[config.mk]
export PLATFORM = sky130hd
export DESIGN_NAME = fc_neuron_seq
export DESIGN_NICKNAME = d
export VERILOG_FILES = /design/src/rtl/fc_pkg.sv /design/src/rtl/fc_requant.sv /design/src/rtl/fc_neuron_seq.sv
export SDC_FILE = /design/constraint.sdc
export NUM_CORES = 1
export LEC_CHECK = 0
export CAP_MARGIN = 40
export CORE_AREA = 2 2 184 150
export DETAILED_ROUTE_END_ITERATION = 7
export DIE_AREA = 0 0 186 152
export GPL_TIMING_DRIVEN = 0
export PLACE_DENSITY_LB_ADDON = 0.2
export SLEW_MARGIN = 10
export SYNTH_ARGS = -nofsm -noshare
export SYNTH_HDL_FRONTEND = slang
export SYNTH_SLANG_ARGS = --single-unit
[constraint.sdc]
create_clock -name clk_i -period 9.93 [get_ports clk_i]
set_input_delay 2.979 -clock clk_i [delete_from_list [all_inputs] [get_ports clk_i]]
set_output_delay 2.979 -clock clk_i [all_outputs]
set_load 0.005 [all_outputs]
[src/rtl/fc_pkg.sv]
`default_nettype none
// ============================================================================
// Module      : fc_pkg
// Description : Shared widths, requant saturation bounds and FSM state type
//               for the fully-connected neuron sequencer.
// Revision    : 1.0 - initial release
// ============================================================================
package fc_pkg;

    localparam int c_DATA_W  = 8;
    localparam int c_ACC_W   = 32;
    localparam int c_ADDR_W  = 10;

    localparam int c_SAT_MAX = (1 << (c_DATA_W - 1)) - 1;
    localparam int c_SAT_MIN = -(1 << (c_DATA_W - 1));

    typedef enum logic [2:0] {
        ST_IDLE  = 3'd0,
        ST_BIAS  = 3'd1,
        ST_MAC   = 3'd2,
        ST_DRAIN = 3'd3,
        ST_WRITE = 3'd4,
        ST_DONE  = 3'd5
    } fc_state_e;

endpackage
`default_nettype wire

[src/rtl/fc_requant.sv]
`default_nettype none
// ============================================================================
// Module      : fc_requant
// Description : Combinational rounding right-shift, optional ReLU and
//               saturation of an accumulator down to the output width.
// Revision    : 1.0 - initial release
// ============================================================================
module fc_requant
    import fc_pkg::*;
#(
    parameter int DATA_W = c_DATA_W,
    parameter int ACC_W  = c_ACC_W
) (
    input  logic signed [ACC_W-1:0]  i_acc,
    input  logic        [4:0]        i_shift,
    input  logic                     i_relu_en,
    output logic signed [DATA_W-1:0] o_data
);

    localparam logic signed [ACC_W:0] c_HI = (ACC_W+1)'(c_SAT_MAX);
    localparam logic signed [ACC_W:0] c_LO = (ACC_W+1)'(c_SAT_MIN);

    // One guard bit keeps the rounding add from wrapping near full scale.
    logic signed [ACC_W:0] w_ext;
    logic signed [ACC_W:0] w_half;
    logic signed [ACC_W:0] w_shifted;

    always_comb begin
        w_ext     = {i_acc[ACC_W-1], i_acc};
        w_half    = '0;
        if (i_shift != 5'd0) begin
            w_half = (ACC_W+1)'(1) << (i_shift - 5'd1);
        end
        w_shifted = (w_ext + w_half) >>> i_shift;

        if (i_relu_en && w_shifted[ACC_W]) begin
            o_data = '0;
        end else if (w_shifted > c_HI) begin
            o_data = DATA_W'(c_SAT_MAX);
        end else if (w_shifted < c_LO) begin
            o_data = DATA_W'(c_SAT_MIN);
        end else begin
            o_data = w_shifted[DATA_W-1:0];
        end
    end

endmodule
`default_nettype wire

[src/rtl/fc_neuron_seq.sv]
`default_nettype none
// ============================================================================
// Module      : fc_neuron_seq
// Description : Sequential fully-connected layer: per neuron reads bias,
//               MACs N activation/weight pairs, requantises and writes back.
// Revision    : 1.0 - initial release
// ============================================================================
module fc_neuron_seq
    import fc_pkg::*;
#(
    parameter int DATA_W   = c_DATA_W,
    parameter int ACC_W    = c_ACC_W,
    parameter int ADDR_W   = c_ADDR_W,
    parameter int W_ADDR_W = 20
) (
    input  logic                     clk_i,
    input  logic                     rst_i,
    input  logic                     start_i,
    input  logic [ADDR_W-1:0]        in_len_i,
    input  logic [ADDR_W-1:0]        out_len_i,
    input  logic [4:0]               shift_i,
    input  logic                     relu_en_i,
    output logic                     busy_o,
    output logic                     done_o,
    output logic                     act_rd_en_o,
    output logic [ADDR_W-1:0]        act_rd_addr_o,
    input  logic signed [DATA_W-1:0] act_rd_data_i,
    output logic                     w_rd_en_o,
    output logic [W_ADDR_W-1:0]      w_rd_addr_o,
    input  logic signed [DATA_W-1:0] w_rd_data_i,
    output logic                     b_rd_en_o,
    output logic [ADDR_W-1:0]        b_rd_addr_o,
    input  logic signed [ACC_W-1:0]  b_rd_data_i,
    output logic                     wr_en_o,
    output logic [ADDR_W-1:0]        wr_addr_o,
    output logic signed [DATA_W-1:0] wr_data_o
);

    fc_state_e                 r_state;
    logic [ADDR_W-1:0]         r_n;
    logic [ADDR_W-1:0]         r_m;
    logic [4:0]                r_shift;
    logic                      r_relu;
    logic [ADDR_W-1:0]         r_i;
    logic [ADDR_W-1:0]         r_j;
    logic [W_ADDR_W-1:0]       r_waddr;
    logic signed [ACC_W-1:0]   r_acc;

    logic signed [2*DATA_W-1:0] w_prod;
    logic signed [ACC_W-1:0]    w_prod_ext;
    logic signed [DATA_W-1:0]   w_q;
    logic                       w_last_i;
    logic                       w_last_j;
    logic                       w_empty;

    assign w_prod     = act_rd_data_i * w_rd_data_i;
    assign w_prod_ext = {{(ACC_W-2*DATA_W){w_prod[2*DATA_W-1]}}, w_prod};
    assign w_last_i   = (r_i == r_n - ADDR_W'(1));
    assign w_last_j   = (r_j == r_m - ADDR_W'(1));
    assign w_empty    = (in_len_i == '0) || (out_len_i == '0);

    always_ff @(posedge clk_i) begin
        if (rst_i) begin
            r_state <= ST_IDLE;
            r_n     <= '0;
            r_m     <= '0;
            r_shift <= '0;
            r_relu  <= 1'b0;
            r_i     <= '0;
            r_j     <= '0;
            r_waddr <= '0;
            r_acc   <= '0;
        end else begin
            case (r_state)
                ST_IDLE: begin
                    if (start_i) begin
                        r_n     <= in_len_i;
                        r_m     <= out_len_i;
                        r_shift <= shift_i;
                        r_relu  <= relu_en_i;
                        r_i     <= '0;
                        r_j     <= '0;
                        r_waddr <= '0;
                        r_state <= w_empty ? ST_DONE : ST_BIAS;
                    end
                end
                ST_BIAS: begin
                    r_i     <= '0;
                    r_state <= ST_MAC;
                end
                ST_MAC: begin
                    // Bias arrives on the first MAC cycle; products lag reads by one.
                    r_acc   <= (r_i == '0) ? b_rd_data_i : r_acc + w_prod_ext;
                    r_waddr <= r_waddr + W_ADDR_W'(1);
                    if (w_last_i) begin
                        r_state <= ST_DRAIN;
                    end else begin
                        r_i <= r_i + ADDR_W'(1);
                    end
                end
                ST_DRAIN: begin
                    r_acc   <= r_acc + w_prod_ext;
                    r_state <= ST_WRITE;
                end
                ST_WRITE: begin
                    if (w_last_j) begin
                        r_state <= ST_DONE;
                    end else begin
                        r_j     <= r_j + ADDR_W'(1);
                        r_state <= ST_BIAS;
                    end
                end
                ST_DONE:  r_state <= ST_IDLE;
                default:  r_state <= ST_IDLE;
            endcase
        end
    end

    fc_requant #(
        .DATA_W (DATA_W),
        .ACC_W  (ACC_W)
    ) u_requant (
        .i_acc     (r_acc),
        .i_shift   (r_shift),
        .i_relu_en (r_relu),
        .o_data    (w_q)
    );

    assign busy_o        = (r_state != ST_IDLE);
    assign done_o        = (r_state == ST_DONE);
    assign act_rd_en_o   = (r_state == ST_MAC);
    assign w_rd_en_o     = (r_state == ST_MAC);
    assign act_rd_addr_o = (r_state == ST_MAC) ? r_i : '0;
    assign w_rd_addr_o   = (r_state == ST_MAC) ? r_waddr : '0;
    assign b_rd_en_o     = (r_state == ST_BIAS);
    assign b_rd_addr_o   = (r_state == ST_BIAS) ? r_j : '0;
    assign wr_en_o       = (r_state == ST_WRITE);
    assign wr_addr_o     = (r_state == ST_WRITE) ? r_j : '0;
    assign wr_data_o     = (r_state == ST_WRITE) ? w_q : '0;

endmodule
`default_nettype wire

* Word-level counts from Yosys, hierarchy flattened *
Index checks and enable logic that the tools add are counted.

word-level totals
  word-level logic and storage cells = 73
  input port bits = 77
  output and inout port bits = 64
  register bits after elaboration = 101

cells by class
  magnitude comparators = 2
  muxes and demuxes = 23
  multiply operators = 1
  eq/ne operators = 11
  shift operators = 2
  reduce and logical (&&, ||, !) cells = 17
  $add $sub $neg = 8

operator list
  operator                 count
  $pmux W32 S2             1
  $mux W10                 6
  $mux W20                 2
  $pmux W20 S2             1
  $add A32 B33 Y33         1
  $gt A33 B8 Y1 const B    1
  $lt A33 B8 Y1 const B    1
  $mux W33                 1
  $shl A1 B5 Y33 const A   1
  $sshr A33 B5 Y33         1
  $add A32 B16 Y32         1
  $mux W32                 1
  $mux W8                  4
  $logic_not A10 Y1        3
  $pmux W10 S3             1
  $add A10 B1 Y10 const B  2
  $add A20 B1 Y20 const B  1
  $eq A10 B10 Y1           2
  $pmux W10 S2             1
  $sub A10 B1 Y10 const B  2
  $mul A8 B8 Y16           1
  $pmux W3 S5              1
  $mux W3                  4
  $eq A3 B2 Y1 const B     2
  other kinds (13)         22

* Longest topological paths before layout *
Gate-level depths: netlist of run 1.

  word-level depth = 10
  depth in mapped cells = 26
  gate-level depth less buffers = 26

* By module *
From an unflattened synthesis of run 1, not the netlist that was laid out.

second synthesis, totals
  cells, all modules = 2122
  area, all modules = 16343.2 µm²

modules (own cells, without submodules)
  module         times used  seq. area each (µm²)  area each (µm²)  cells each
  fc_neuron_seq  1           2021.9                10929.2          1279
  fc_requant     1           0.0                   5413.9           843

* Worst setup path after synthesis of run 1 *
No wires, ideal clock.

  path kind = in2reg
  start = input port w_rd_data_i[3]
  end = register r_acc[31]
  required time = 9.844 ns
  path buffers = 0
  setup time = 0.086 ns
  slack = 0.739 ns
  stages = 23
  arrival time = 9.106 ns
  cell sequence = and2_1 -> fa_1 -> inv_1 -> fa_1 -> inv_1 -> fa_1 -> fa_1 -> ha_1 -> ha_1 -> a21o_1 -> a21o_1 -> a21o_1 -> a21o_1 -> a21o_1 -> a21oi_1 -> nor2b_1 -> a211o_1 -> nand3_1 -> a31oi_1 -> or4_1 -> nand4_1 -> o21ai_0 -> a211oi_1

between the ends
  cells in the longest elaborated chain, start to end = 4

RTL lines
  what                  line                                       source
  from (decl)           fc_neuron_seq.sv:30                        input logic signed [DATA_W-1:0] w_rd_data_i,
  $mul A8 B8 Y16 (*)    fc_neuron_seq.sv:56                        assign w_prod = act_rd_data_i * w_rd_data_i;
  $add A32 B16 Y32 (*)  fc_neuron_seq.sv:93, fc_neuron_seq.sv:102
  $mux W32              fc_neuron_seq.sv:93                        r_acc <= (r_i == '0) ? b_rd_data_i : r_acc + w_prod_ext;
  $pmux W32 S2 (*)      fc_neuron_seq.sv:74                        case (r_state)
  to (signal assigned)  fc_neuron_seq.sv:93
  to (signal assigned)  fc_neuron_seq.sv:102                       r_acc <= r_acc + w_prod_ext;
  to (decl)             fc_neuron_seq.sv:47                        logic signed [ACC_W-1:0] r_acc;

Every way passes the cells marked *; elsewhere a longest branch is shown, timed or not.
A chain may end at the register's enable or synchronous reset.

* Worst setup path after layout of run 1 *
  start = register r_shift[1]
  end = output port wr_data_o[1]

between the ends
  cells in the longest elaborated chain, start to end = 10
  elaborated cells on any way between the ends = 13
  those cells by class = 2 x add/sub; 2 x order compare; 2 x shift; 5 x mux; 2 x reduce/logical

RTL lines
  what                    line                  source
  from (decl)             fc_neuron_seq.sv:42   logic [4:0] r_shift;
  from (signal assigned)  fc_neuron_seq.sv:79   r_shift <= shift_i;
  $sub A5 B1 Y5           fc_requant.sv:32      w_half = (ACC_W+1)'(1) << (i_shift - 5'd1);
  $shl A1 B5 Y33          fc_requant.sv:32
  $mux W33                fc_requant.sv:31      if (i_shift != 5'd0) begin
  $add A32 B33 Y33        fc_requant.sv:34      w_shifted = (w_ext + w_half) >>> i_shift;
  $sshr A33 B5 Y33 (*)    fc_requant.sv:34
  $lt A33 B8 Y1           fc_requant.sv:40      end else if (w_shifted < c_LO) begin
  $mux W8                 fc_requant.sv:40
  $mux W8                 fc_requant.sv:38      end else if (w_shifted > c_HI) begin
  $mux W8 (*)             fc_requant.sv:36      if (i_relu_en && w_shifted[ACC_W]) begin
  $mux W8 (*)             fc_neuron_seq.sv:139  assign wr_data_o = (r_state == ST_WRITE) ? w_q : '0;
  to (decl)               fc_neuron_seq.sv:36   output logic signed [DATA_W-1:0] wr_data_o

Marked as above.

==> results of run 1 <==
==> Yosys cell counts (all sizes together), types with 41 or more instances <==
cell	n
a211oi	62
a21oi	139
and2	85
clkbuf	81
dfxtp	101
fa	137
ha	108
inv	203
nand2	217
nand3	63
nor2	206
nor3	41
o21ai	81
xnor2	47
==> worst max-delay path: stages (launching register included) <==
cell and delay [ns]:
dfxtp_1 0.37, clkbuf_4 0.23, nand2_1 0.28, clkbuf_1 0.40, buf_6 0.23, nor2_1 0.06, ha_1 0.27, buf_2 0.18
a21oi_1 0.12, o21ai_0 0.39, nor2_1 0.19, a31o_2 0.33, a21oi_1 0.24, o211ai_1 0.30, a221oi_1 0.54, o211a_1 0.42
mux4_2 0.36, o21a_1 0.14, a41oi_1 0.16, a2111oi_4 0.41, o21ai_2 0.16, o21ai_1 0.16, clkdlybuf4s50_1 0.52
==> area by class of cell <==
type | instances | area (um^2) | area share [%]
multi-input combinational | 1627 | 12600 | 69.5
sequential | 101 | 2020 | 11.1
timing repair buffer | 152 | 1540 | 8.46
inverter | 204 | 772 | 4.25
tap | 364 | 455 | 2.51
buffer | 102 | 449 | 2.47
clock buffer | 9 | 225 | 1.24
clock inverter | 7 | 90.1 | 0.496
==> sequential cells by signal (all words and copies together) (netlist names) <==
signal   count
r_acc       32
r_i         10
r_j         10
r_m         10
r_n         10
r_relu       1
r_shift      5
r_state      3
r_waddr     20
==> cells by family after synthesis <==
kind of cell,count (synthesis),synth area share (%)
AO/OA/AOI/OAI,498,21.9
other,1,0.0241
buffers and inverters,307,7.62
XOR/XNOR,82,4.66
AND/OR/NAND/NOR,764,23.6
multiplexers,37,2.87
flip-flops,101,13.0
adder cells (fa/ha/maj),245,26.3
==> worst max-delay path by stage <==
| stage | slack [ns] | depth (start not counted) | startpoint | end |
|---|---|---|---|---|
| floorplan | 0.74 | 23 | w_rd_data_i[3] | r_acc[31] |
| global placement | -0.53 | 23 | r_shift[0] | wr_data_o[3] |
| detailed placement | -0.55 | 22 | r_shift[1] | wr_data_o[2] |
| CTS | 0.003 | 26 | r_shift[0] | wr_data_o[2] |
| global route | -0.04 | 22 | r_shift[4] | wr_data_o[4] |
| finish | 0.09 | 22 | r_shift[1] | wr_data_o[1] |
==> metal layers <==
metal  vias up  part of all wire, %  routed length, um
met5         -                0.035                 19
met4         2                  2.5               1320
met3       103                   12               6580
met2       966                   41              22200
met1      7758                   44              23500
li1       7427                    -                  -
==> where the power goes <==
group / internal [uW] / switching, uW
sequential: 442 / 38.7
combinational: 1260 / 1800
clock: 182 / 204
==> what timing repair did <==
action	CTS	global route
setup endpoints to repair	7	10
pin swaps	2	9
hold buffers	0	0
buffers inserted	2	7
gates resized for setup	26	54
==> metrics by stage <==
stage | std cells | worst slack, ns
after floorplan | 2035 | 0.739
after global placement | 2537 | -0.529
after detailed placement | 2541 | -0.549
after CTS | 2558 | 0.00273
after global routing | 2566 | -0.0356
final | 2566 | 0.0902
==> impl_metrics.toml, run 1 <==
[logic_synthesis]
async_reset_ff_share_pct = 0
seq_area_frac_synth_pct = 13.0
syn-num-nets = 2357
synth_edf_count = 0
post-synth-top-area-fraction_pct = 17.6
ys_ff_latch = 101
synth_top_area_cell = "fa_1"
synth_cells = 2035
synth_area_um2 = 15600
synth_area_leaders = "fa_1 18%, dfxtp_1 13%, ha_1 8.7%, nand2_1 5.2%, nor2_1 4.9%"
synth_ff_type = "dfxtp_1"
ys_types = 98
synth_area_per_cell_um2 = 7.65
ys_warn_count = 0

[power_and_ir_drop]
power_uw = 3930
power.leakage_uw = 0.00778
powerDensity_nw_per_um2 = 216
ir_worst_vdd_mv = 0.242

[critical_path]
reg2reg_depth = 25
worstReg2RegStart = "r_acc[4]"
critPathCaptureType = "output pin"
crit_arrival_ns = 6.86
cp_max_fo = 10
rrSetupSlack_ns = 3.48
crit_required_ns = 6.95
r2r-end = "r_acc[30]"
worst-setup-path-type = "reg -> out"
cp-start-kind = "flip-flop"

[timing]
worst_clock_skew_ns = 0.00943
max_freq_mhz = 102
period_minus_slack_ns = 9.84
whs_ns = 0.481
setup_violations = 0
slew_headroom_pct = 38.8
period_share_pct = 99.1
fin_setup_tns_ns = 0
worst_slew_pin_slew_ns = 0.895
slew_viol_final = 0
finalHoldViolations = 0

[grt]
busiest_layer = "met1"
use_met3_pct = 9.37
grt_max_degree = 25
grt_pass1_wl_um = 83800
grt_pass1_vias = 15300
overflow = 0
use_met1_pct = 57.4
grt_use_met2_pct = 53.9
antenna_found_initial = 0
grtUsageTotal_pct = 37.9

[floorplanning]
start_util_pct = 58.3
core_area_um2 = 26700
ios = 141
die_w_um = 186
rows = 54
die_h_um = 152
die_area_um2 = 28300

[cells_and_area]
fin_area_um2 = 18200
drive_gt1_share_pct = 6.36
finalNetCount = 2519
final_cell_mix = "211 x nand2_1, 202 x inv_1, 198 x nor2_1"
final_core_util_pct = 68.1
antenna_cells = 0
syn_to_final_growth_pct = 16.7
fillers = 2256
final_common_cell = "nand2_1"

[clock_tree]
cts_root_buf = "clkbuf_16"
cts.sinks = 101
path_clk_slew_ns = 0.08
clkLatencyLatePin_ns = 0.38
cts_inserted_buffers = 9
cts_tree = "done"
cts.htree.levels = 3
clockBufferDepth = 2

[routing]
wl_um = 53600
via_per_inst = 6.34
drtPass1Iterations = 6
drc_errors = 0
avgRoutedWirePerCell_um = 20.9
initialDrtViolationCount = 2045
dr_total_vias = 16300
ant_nets = 0

[worst_hold_path]
worstHoldPathType = "reg -> reg"
holdPathEnd = "r_m[9]"
hp-start = "r_m[9]"
hold_path_depth = 2

[placed_design]
globalplace.congestion = 1.03
portBuffers = 138
post-dp-hpwl_um = 43300
place_area_um2 = 17500

[flow_run]
max_cap_viol_count = 0

[status]
status = "finished, final reports clean"
Power figures use the tool's default switching activity.
==> inputs of run 2 (changes only) <==
- CAP_MARGIN: 40 -> 30
- CORE_AREA: 2 2 184 150 -> 2 2 211 172
- DIE_AREA: 0 0 186 152 -> 0 0 213 174
==> run 2 against run 1 <==
Power is 2.5% lower. Clock power about the same. Fmax increased by 0.75%. Wire length down 0.82%. Clock skew increased by 0.0023 ns. Critical path type unchanged.
==> impl_metrics.toml, run 2 (synthesized netlist as in run 1, its figures left out) <==
[critical_path]
cp-start-kind = "flip-flop"
endpoint = "wr_data_o[3]"
cp_num_buf_inv = 6
critPathTopFamily = "compound AO/OA/AOI/OAI gates"
crit_start = "r_shift[4]"
cp.depth = 25
worstReg2RegStart = "r_acc[4]"
crit_required_ns = 6.95
critPathCaptureType = "output pin"
crit_slowest_cell = "or4_4"
crit_arrival_ns = 6.79
rrSetupSlack_ns = 3.53
reg2reg_depth = 25
worst_path_largest_cell_delay_ns = 0.57
r2r-end = "r_acc[30]"
worst-setup-path-type = "reg -> out"
cp_max_fo = 10

[timing]
slew_viol_final = 0
worst_clock_skew_ns = 0.0117
period_share_pct = 98.4
worst_slew_pin_slew_ns = 0.847
finalHoldViolations = 0
setup_slack_ns = 0.163
period_minus_slack_ns = 9.77
setup_violations = 0
slew_headroom_pct = 43.5
max_freq_mhz = 102

[clock_tree]
path_clk_slew_ns = 0.09
cts_inserted_buffers = 9
cts_root_buf = "clkbuf_16"
hold_buffers = 0
cts.htree.levels = 3
cts_tree = "done"
cts.sinks = 101
clockBufferDepth = 2
clkLatencyLatePin_ns = 0.37

[floorplanning]
die_area_um2 = 37100
start_util_pct = 44.3
die_h_um = 174
core_area_um2 = 35100
rows = 62
die_w_um = 213
ios = 141

[grt]
grtUsageTotal_pct = 28.8
overflow = 0
grt_pass1_vias = 14600
grt_use_met2_pct = 42.7
grt_max_degree = 25
use_met1_pct = 44.0
use_met3_pct = 5.04
antenna_found_initial = 1
busiest_layer = "met1"
grt_pass1_wl_um = 83400

[cells_and_area]
largest_register = "r_acc"
final_cell_mix = "213 x nand2_1, 201 x inv_1, 197 x nor2_1"
final_core_util_pct = 52.1
syn_to_final_growth_pct = 17.7
reg_top3 = "r_acc (32), r_waddr (20)"
finalNetCount = 2524
largest_register_ffs = 32
drive_gt1_share_pct = 6.80
final_common_cell = "nand2_1"

[placed_design]
portBuffers = 138
globalplace.congestion = 0.970
pre_cts_slack_ns = -0.393
post-dp-hpwl_um = 43300

[worst_hold_path]
worstHoldPathType = "reg -> reg"

[routing]
via_per_inst = 5.81
wl_um = 53100
avgRoutedWirePerCell_um = 19.8
drtPass1Iterations = 5
ant_nets = 0
dr_total_vias = 15600
drc_errors = 0
initialDrtViolationCount = 1440

[status]
status = "finished, final reports clean"

[power_and_ir_drop]
power.leakage_uw = 0.00782
powerDensity_nw_per_um2 = 209
ir_worst_vdd_mv = 0.166

[flow_run]
max_cap_viol_count = 0
## run 2: cell count changes in the layout (fill, tap and decap cells not counted), sizes merged
cell	delta
clkinvlp	-1
diode	+1
clkinv	+1
buf	+6
clkbuf	-1
## run 2: final cells by class
cell class / instances / area, um^2
tap: 480 / 601
antenna: 1 / 2.50
buffer: 102 / 457
timing repair buffer: 157 / 1560
clock inverter: 7 / 78.8
inverter: 204 / 769
multi-input combinational: 1627 / 12600
fill: 3502 / 16800
clock buffer: 9 / 225
sequential: 101 / 2020
## run 2: worst min-delay path by stage
stage	from	to	cells past startpoint
2_1_floorplan	r_m[9]	r_m[9]	2
3_3_place_gp	r_m[9]	r_m[9]	2
3_5_place_dp	r_n[9]	r_n[9]	2
4_1_cts	r_n[9]	r_n[9]	2
5_1_grt	r_acc[6]	r_acc[6]	2
6_report	r_n[9]	r_n[9]	2
## run 2: per-stage QoR
stage | area (um^2) | power, uW | cells | TNS [ns] | hold slack, ns
floorplan | 15600 | 2680 | 2035 | 0 | 0.448
global placement | 17600 | 3310 | 2653 | -8.11 | 0.459
global route | 18300 | 4230 | 2687 | -0.0146 | 0.509
detailed placement | 17600 | 3350 | 2656 | -3.29 | 0.466
CTS | 18000 | 3770 | 2671 | 0 | 0.484
finish | 18300 | 3830 | 2688 | 0 | 0.484
## run 2: power breakdown
group	leakage [uW]	switching (uW)	internal, uW
Clock	0.000148	207	180
Sequential	0.000822	40.3	442
Combinational	0.00685	1710	1250
## run 2: worst min-delay path: cells and delay by family, from the launching register on
kind | cells | cell delay [ns]
AOI/OAI and AO/OA | 1 | 0.06
DFF | 1 | 0.33
and+or+nand+nor | 1 | 0.06
## run 2: routing by layer
layer  vias to the layer above  routed length, um
met2                       551              22700
met5                         -                  0
met1                      7588              25700
met3                        61               3830
met4                         0                860
li1                       7420                  -
## run 2: timing repair
item,4_1_cts,5_1_grt
endpoints found under the setup margin,7,10
setup buffers,0,16
resized for setup,23,58
hold endpoints to repair,0,0
pin swaps,1,10
==> inputs of run 3 (changes only) <==
- CORE_AREA: 2 2 211 172 -> 2 2 239 194
- DIE_AREA: 0 0 213 174 -> 0 0 241 196
==> run 3 against run 2 <==
Setup slack better by 0.062 ns. Die area is 27% higher. Critical endpoint is now wr_data_o[1]. Fmax is 0.64% higher. First-iteration DRC count is 6.3% lower. Highest routed layer unchanged. Sequential power hardly changed. Sequential share of layout area is 0.079 points lower.
==> impl_metrics.toml, run 3 (synthesized netlist as in run 1, its figures left out) <==
[status]
status = "finished, final reports clean"

[clock_tree]
cts.htree.levels = 3
path_clk_slew_ns = 0.07
clockBufferDepth = 2
cts_inserted_buffers = 9
clkLatencyLatePin_ns = 0.37
cts_root_buf = "clkbuf_16"
cts.sinks = 101
cts_tree = "done"

[timing]
finalHoldViolations = 0
whs_ns = 0.483
max_freq_mhz = 103
period_share_pct = 97.7
rsz0062_at_grt = "false"
setup_violations = 0
worst_slew_pin_slew_ns = 0.886
worst_clock_skew_ns = 0.00775
slew_headroom_pct = 39.4
period_minus_slack_ns = 9.70
slew_viol_final = 0

[cells_and_area]
largest_register = "r_acc"
finalNetCount = 2523
final-seq-area_um2 = 2020
fin_cells = 2817
reg_top3 = "r_acc (32), r_waddr (20)"
final_common_cell = "nand2_1"
syn_to_final_growth_pct = 18.5
drive_gt1_share_pct = 6.67
largest_register_ffs = 32
multi_input_area_um2 = 12600
fillers = 4676
final_cell_mix = "211 x nand2_1, 201 x inv_1, 198 x nor2_1"
antenna_cells = 0

[placed_design]
place_inst = 2788
portBuffers = 138
globalplace.congestion = 0.959
post-dp-hpwl_um = 45400

[critical_path]
reg2reg_depth = 25
endpoint = "wr_data_o[1]"
crit_start = "r_shift[1]"
crit_required_ns = 6.95
rrSetupSlack_ns = 3.61
cp-start-kind = "flip-flop"
r2r-end = "r_acc[30]"
worst-setup-path-type = "reg -> out"
crit_arrival_ns = 6.73
critPathCaptureType = "output pin"
cp_max_fo = 10
worstReg2RegStart = "r_acc[4]"

[grt]
antenna_found_initial = 1
grt_max_degree = 25
grt_pass1_vias = 14800
overflow = 0
grt_pass1_wl_um = 85700
grtUsageTotal_pct = 23.3

[routing]
dr_total_vias = 15400
ant_nets = 0
via_per_inst = 5.48
avgRoutedWirePerCell_um = 19.5
drc_errors = 0
drtPass1Iterations = 6
wl_um = 54900
initialDrtViolationCount = 1349

[floorplanning]
rows = 70
die_h_um = 196
die_area_um2 = 47200
start_util_pct = 34.6
die_w_um = 241
ios = 141
core_area_um2 = 45000

[worst_hold_path]
worstHoldPathType = "reg -> reg"
hp-start = "r_m[9]"

[power_and_ir_drop]
power.leakage_uw = 0.00781
powerDensity_nw_per_um2 = 207
ir_worst_vdd_mv = 0.139

[flow_run]
max_cap_viol_count = 0
## run 3: critical path, cell delays in order (launching register included)
cell	delay, ns
dfxtp_1	0.38
clkbuf_4	0.25
buf_4	0.24
clkbuf_4	0.27
clkbuf_4	0.26
nand4_1	0.18
inv_1	0.10
ha_1	0.24
a211oi_2	0.33
o211ai_1	0.30
and4_4	0.31
or4_1	0.54
and2_1	0.23
nand3_1	0.09
o31ai_1	0.08
or4_1	0.63
o311ai_2	0.31
o2111ai_1	0.23
nor3_1	0.23
o211ai_1	0.17
o311ai_4	0.40
o21ai_1	0.13
clkdlybuf4s50_1	0.46
## run 3: worst min-delay path by stage
stage             end  slack (ns)  cells after the start
2_1_floorplan  r_m[9]        0.45                      2
3_3_place_gp   r_m[9]        0.46                      2
3_5_place_dp   r_n[9]        0.47                      2
4_1_cts        r_n[9]        0.48                      2
5_1_grt        r_n[8]        0.50                      2
6_report       r_m[9]        0.48                      2
## run 3: per-layer routing
| layer | up-vias | wire, um | global-route usage, % |
|---|---|---|---|
| met2 | 462 | 23700 | 34.6 |
| li1 | 7415 | - | - |
| met5 | - | 0 | 0 |
| met1 | 7510 | 26700 | 34.8 |
| met4 | 0 | 850 | 5.03 |
| met3 | 47 | 3700 | 4.47 |
## run 3: power by group
group | internal (uW) | switching (uW) | total, uW
registers | 442 | 39.5 | 482
clock network | 196 | 175 | 371
logic | 1250 | 1720 | 2970
## run 3: cell type report
class	count	area share (%)
clock inverter	5	0.332
tap	612	4.15
clock buffer	10	1.24
multi-input combinational	1627	68.3
sequential	101	11.0
buffer	102	2.45
timing repair buffer	156	8.45
inverter	204	4.16
## run 3: repair_timing
| action | CTS | global route |
|---|---|---|
| pin swaps | 0 | 9 |
| gates resized for setup | 25 | 55 |
| hold buffers | 0 | 0 |
| endpoints found under the setup margin | 7 | 10 |
| setup buffers | 0 | 15 |
## run 3: through the flow
| stage | utilization, % | worst slack (ns) | instance area, um^2 | power [uW] | TNS, ns |
|---|---|---|---|---|---|
| global placement | 39.4 | -0.835 | 17700 | 3340 | -9.10 |
| finish | 41.0 | 0.225 | 18500 | 3830 | 0 |
| global route | 41.0 | 0.000264 | 18500 | 4230 | 0 |
| detailed placement | 39.5 | -0.418 | 17800 | 3370 | -3.34 |
| floorplan | - | 0.739 | 15600 | 2680 | 0 |
| CTS | 40.3 | 0.00788 | 18100 | 3780 | 0 |
